<file path="src/rtl/bin_tape_loader.sv">
// bin_tape_loader: BIN-format paper-tape loader for a 4K x 12 main RAM.
// It decodes leader, origin, data, field and rubout frames from the tape
// reader, writes the data words into RAM and checks the trailing checksum.
//
// Ports:
//   clk, rst_n             clock; asynchronous active-low reset
//   start                  one-cycle pulse that begins a load from IDLE or DONE
//   rd_data/valid/ready    tape reader handshake (8-bit frames)
//   ram_we/addr/data       RAM write port (ram_we is a registered one-cycle pulse)
//   busy                   a load is in progress
//   done                   load finished (sticky until the next start)
//   cksum_err, frame_err   sticky error flags
//   word_count             data words written during this load (mod 4096)
module bin_tape_loader #(
  parameter logic [7:0] LEADER_CODE = 8'h80,
  parameter logic [7:0] RUBOUT_CODE = 8'hFF
) (
  input  logic        clk,
  input  logic        rst_n,
  input  logic        start,
  input  logic [7:0]  rd_data,
  input  logic        rd_valid,
  output logic        rd_ready,
  output logic        ram_we,
  output logic [11:0] ram_addr,
  output logic [11:0] ram_data,
  output logic        busy,
  output logic        done,
  output logic        cksum_err,
  output logic        frame_err,
  output logic [11:0] word_count
);

  typedef enum logic [2:0] {StIdle, StLeader, StFirst, StSecond, StCommit, StDone} state_e;

  state_e      state_q, state_d;
  logic [5:0]  hi6_q, hi6_d;
  logic [5:0]  lo6_q, lo6_d;
  logic        org_q, org_d;        // the pair being assembled is an origin
  logic        pend_valid_q, pend_valid_d;
  logic [11:0] pend_word_q, pend_word_d;
  logic        pend_org_q, pend_org_d;
  logic [11:0] sum_q, sum_d;
  logic        done_q, done_d;
  logic        cksum_err_q, cksum_err_d;
  logic        frame_err_q, frame_err_d;
  logic [11:0] count_q, count_d;
  logic [11:0] addr_q, addr_d;
  logic        we_q, we_d;

  logic        accept;
  logic        is_leader;
  logic        is_ignored;
  logic        is_first;
  logic [11:0] pend_fsum;

  assign accept     = rd_valid && rd_ready;
  assign is_leader  = (rd_data == LEADER_CODE);
  // Rubouts and field-setting frames never affect the load.
  assign is_ignored = (rd_data == RUBOUT_CODE) || (rd_data[7:6] == 2'b11);
  assign is_first   = !rd_data[7] && !is_leader && !is_ignored;

  // Frame sum of the pending word: raw first frame (origin bit included) plus second frame.
  assign pend_fsum = {5'd0, pend_org_q, pend_word_q[11:6]} + {6'd0, pend_word_q[5:0]};

  always_comb begin
    state_d      = state_q;
    hi6_d        = hi6_q;
    lo6_d        = lo6_q;
    org_d        = org_q;
    pend_valid_d = pend_valid_q;
    pend_word_d  = pend_word_q;
    pend_org_d   = pend_org_q;
    sum_d        = sum_q;
    done_d       = done_q;
    cksum_err_d  = cksum_err_q;
    frame_err_d  = frame_err_q;
    count_d      = count_q;
    addr_d       = addr_q;
    we_d         = 1'b0;

    unique case (state_q)
      StIdle, StDone: begin
        if (start) begin
          state_d      = StLeader;
          sum_d        = '0;
          pend_valid_d = 1'b0;
          pend_word_d  = '0;
          pend_org_d   = 1'b0;
          done_d       = 1'b0;
          cksum_err_d  = 1'b0;
          frame_err_d  = 1'b0;
          count_d      = '0;
          addr_d       = '0;
        end
      end
      StLeader: begin
        if (accept && is_first) begin
          hi6_d   = rd_data[5:0];
          org_d   = rd_data[6];
          state_d = StSecond;
        end
      end
      StFirst: begin
        if (accept && !is_ignored) begin
          if (is_leader) begin
            // Trailer: the pending word is the checksum, never written or summed.
            cksum_err_d = (pend_word_q != sum_q);
            done_d      = 1'b1;
            state_d     = StDone;
          end else if (is_first) begin
            hi6_d   = rd_data[5:0];
            org_d   = rd_data[6];
            state_d = StSecond;
          end
        end
      end
      StSecond: begin
        if (accept && !is_ignored) begin
          if (rd_data[7]) begin
            frame_err_d = 1'b1;
            done_d      = 1'b1;
            state_d     = StDone;
          end else if (pend_valid_q) begin
            // A following pair proves the pending word is not the checksum.
            lo6_d   = rd_data[5:0];
            we_d    = !pend_org_q;
            state_d = StCommit;
          end else begin
            pend_word_d  = {hi6_q, rd_data[5:0]};
            pend_org_d   = org_q;
            pend_valid_d = 1'b1;
            state_d      = StFirst;
          end
        end
      end
      StCommit: begin
        sum_d = sum_q + pend_fsum;
        if (pend_org_q) begin
          addr_d = pend_word_q;
        end else begin
          addr_d  = addr_q + 12'd1;
          count_d = count_q + 12'd1;
        end
        pend_word_d = {hi6_q, lo6_q};
        pend_org_d  = org_q;
        state_d     = StFirst;
      end
      default: state_d = StIdle;
    endcase
  end

  always_ff @(posedge clk or negedge rst_n) begin
    if (!rst_n) begin
      state_q      <= StIdle;
      hi6_q        <= '0;
      lo6_q        <= '0;
      org_q        <= 1'b0;
      pend_valid_q <= 1'b0;
      pend_word_q  <= '0;
      pend_org_q   <= 1'b0;
      sum_q        <= '0;
      done_q       <= 1'b0;
      cksum_err_q  <= 1'b0;
      frame_err_q  <= 1'b0;
      count_q      <= '0;
      addr_q       <= '0;
      we_q         <= 1'b0;
    end else begin
      state_q      <= state_d;
      hi6_q        <= hi6_d;
      lo6_q        <= lo6_d;
      org_q        <= org_d;
      pend_valid_q <= pend_valid_d;
      pend_word_q  <= pend_word_d;
      pend_org_q   <= pend_org_d;
      sum_q        <= sum_d;
      done_q       <= done_d;
      cksum_err_q  <= cksum_err_d;
      frame_err_q  <= frame_err_d;
      count_q      <= count_d;
      addr_q       <= addr_d;
      we_q         <= we_d;
    end
  end

  assign rd_ready   = (state_q == StLeader) || (state_q == StFirst) || (state_q == StSecond);
  assign busy       = (state_q != StIdle) && (state_q != StDone);
  assign ram_we     = we_q;
  assign ram_addr   = addr_q;
  assign ram_data   = pend_word_q;  // the word being committed is always the pending one
  assign done       = done_q;
  assign cksum_err  = cksum_err_q;
  assign frame_err  = frame_err_q;
  assign word_count = count_q;

endmodule

</file>
<file path="config.mk">
export PLATFORM = sky130hd
export DESIGN_NAME = bin_tape_loader
export DESIGN_NICKNAME = d
export VERILOG_FILES = /design/src/rtl/bin_tape_loader.sv
export SDC_FILE = /design/constraint.sdc
export NUM_CORES = 1
export LEC_CHECK = 0
export BUFFER_PORTS_ARGS = -buffer_cell sky130_fd_sc_hd__buf_4
export CORE_ASPECT_RATIO = 0.7
export CORE_MARGIN = 2
export CORE_UTILIZATION = 45
export DETAILED_ROUTE_END_ITERATION = 8
export GPL_ROUTABILITY_DRIVEN = 0
export SLEW_MARGIN = 40
export SYNTH_ARGS = -nofsm -noshare
export SYNTH_HDL_FRONTEND = slang
export SYNTH_SLANG_ARGS = --single-unit
</file>
<file path="constraint.sdc">
create_clock -name clk -period 5.9 [get_ports clk]
set_input_delay 0.885 -clock clk [delete_from_list [all_inputs] [get_ports clk]]
set_output_delay 0.885 -clock clk [all_outputs]
set_load 0.02 [all_outputs]
</file>
==> run metrics <==
Critical Path AT 1680 ps; worst path bufs/invs 2; FF-to-FF path depth 8; initial core utilization 0.467; die width 117 um; crit end category primary output; ys async rst share 1.00; Min-Delay Path Class flop to flop; final hold violation count 0; Yosys top cell area share 0.439; Leak 2.22 nW; Slowest cell on crit path dfrtp_1; Synth Area in XOR/XNOR 0.0593; post-synthesis compound-gate area fraction 0.153; hold_sp hi6_q[5]$_DFFE_PN0P_; H-tree Lvls 3; Tot GR Track Use 0.229; worst r2r dst sum_q[7]$_DFFE_PN0P_; fmax 389 MHz; Starting DRT DRC Count 250; via count 3288; RSZ-0062 raised after global routing no; DR DRC count 0; CP required 5020 ps; Final Critical Period 2570 ps; ranking of synthesized cells by area dfrtp_1 (44%), xor2_1 (4.4%), nand2_1 (4.0%); setup slack, reg-to-reg 3340 ps; crit path max fanout 19; most frequent cell after synthesis dfrtp_1; I/O pin count 54; post-synthesis simple-gate area fraction 0.196; post-CTS setup buffers 0; Max VDD drop 0.277 mV; Layout Utilization 0.560; cell taking the most area after synthesis dfrtp_1; Root Buffer clkbuf_16; Pwr Density 555 nW/um^2; n_diodes 0; Max Used Layer met4; Synthesized Nets 440; Seq/Total Area, Yosys 0.439; Crit path max-delay family flip-flops; Hold-fix buffers, CTS 0; crit path to busy; largest family of logic cells by synthesized area simple AND/OR/NAND/NOR gates; CP Class flop to primary output; Design Power 2.66 mW; setup violators final 0; Synth-to-Final Area Change 20.0%; CTS Sinks 70; clk buf depth 2; global route overflow 0; outcome finished, final reports clean; DIE AREA 9650 um^2; adder-cell share of the synthesized area 0.0665; synthesized netlist cell count 411; Avg Cell Area, Syn 9.71 um^2; WL/cell 17.4 um; slowest stage delay, CP 580 ps; Layout Nets 487; first-pass GRT wire length 16.5 mm; yosys synthesis warning count 0; row count 28; relative slew slack 0.504; via count of the first global-routing pass 3079; Skew-Pair Late Insertion Delay 330 ps; clock skew 6.93 ps; post-route insts no fill 583; Synth Register Bits 70; crit path launch state_q[0]$_DFFE_PN0P_; crit start category flop; Core Region 8550 um^2; met2 WL 4.19 mm; ANT nets after route 0; fraction of layout cells with a size suffix above 1 0.203; total negative slack 0 ps; Top FF cell, synth dfrtp_1; die height 82.8 um; worst-margin pin slew 743 ps; CP Depth 4; drt pass-1 iters 5; Post-synth top cells dfrtp_1 (70), nand2_1 (43), nor2_1 (37); post-DR vias/cell 5.64; PostCTS Resize Cnt 0; CP cell instances nor2b_1, nor3_1, inv_1, buf_4; initial antenna violation count 0; Cell Area, Synth 3990 um^2; TritonCTS clock tree done; EDFF count, synth 0; largest net degree at the start of global routing 71; Num CTS Buffers 9; dpl cells 567; mux cell area share after synthesis 0.0495; drt total wl 10.2 mm; Post-Route M1 WL 5.04 mm; worst reg2reg startpoint ram_data[1]$_DFFE_PN0P_; Final Slew Violations 0; DP HPWL 7.06 mm; fin crit share 0.435; PortBufs 53; met3 routed WL 716 um; clock slew at reported path FFs 60 ps; count of cell types in the netlist 57; Max Cap Viol 0
==> per-stage QoR <==
step | hold WS (ps) | cell area, um^2 | worst slack (ps)
final | 488 | 4790 | 3330
after global routing | 521 | 4790 | 3150
after CTS | 496 | 4790 | 3280
after detailed placement | 485 | 4450 | 3300
after global placement | 479 | 4450 | 3340
after floorplan | 461 | 3990 | 3500
==> state kept, by name, summed over array words and instances (netlist names) <==
register	count
cksum_err	1
done	1
frame_err	1
hi6_q	6
lo6_q	6
org_q	1
pend_org_q	1
pend_valid_q	1
ram_addr	12
ram_data	12
ram_we	1
state_q	3
sum_q	12
word_count	12
==> cell type report <==
class / count / area (um^2)
Multi-Input combinational cell: 312 / 2090
Tap cell: 120 / 150
Fill cell: 795 / 3760
Timing Repair Buffer: 55 / 417
Sequential cell: 70 / 1750
Clock buffer: 9 / 225
Clock inverter: 7 / 113
Inverter: 10 / 37.5
==> worst min-delay path by stage <==
stage / to / slack [ps] / cells past startpoint
after global placement: ram_data[11]$_DFFE_PN0P_ / 480 / 2
after global routing: done$_DFFE_PN0P_ / 520 / 1
after detailed placement: done$_DFFE_PN0P_ / 490 / 1
final: ram_data[11]$_DFFE_PN0P_ / 490 / 2
after CTS: ram_data[11]$_DFFE_PN0P_ / 500 / 2
after floorplan: ram_data[10]$_DFFE_PN0P_ / 460 / 2
==> cells by family after synthesis <==
group,count (synthesis)
xor+xnor,27
fa+ha+maj,17
buf+inv,29
mux,16
compound gates,97
simple gates,155
flops,70
==> cell usage in the layout (no fill, tap or decap), types with 3 or more instances in the layout <==
cell	count
bufinv_16	3
nor3_1	6
clkinv_2	3
o21ai_0	32
o22ai_1	4
and2_1	3
inv_1	10
a21oi_1	20
o211ai_1	3
clkbuf_16	9
nand2_1	43
nand4_1	4
nor4_1	7
xnor2_1	7
mux2i_1	4
ha_1	10
nand2b_1	5
a21o_1	3
nor2_1	37
o21a_1	5
nor2b_1	4
nor3b_1	3
fa_1	7
mux2_4	6
xor2_1	20
a221oi_1	6
dfrtp_1	69
a22o_1	3
mux2_2	6
buf_4	54
and3_1	4
nand3_1	26
==> where the power goes <==
part / switching [mW] / total (mW) / leakage (nW) / internal [mW]
sequential: 0.282 / 0.932 / 0.920 / 0.651
combinational: 0.617 / 1.11 / 1.14 / 0.492
clock: 0.207 / 0.617 / 0.165 / 0.410
total: 1.11 / 2.66 / 2.22 / 1.55
==> routing by layer <==
layer,vias to the layer above,global-route usage
li1,1561,-
met1,1605,0.335
met2,106,0.321
met3,16,0.0726
met4,0,0.0765
met5,-,0
==> worst min-delay path: cells and delay by family (launching register included) <==
family | cells | cell delay [ps]
flip-flops | 1 | 340
AND/OR/NAND/NOR | 2 | 120
Note: power is estimated with default switching activity, not from simulation.
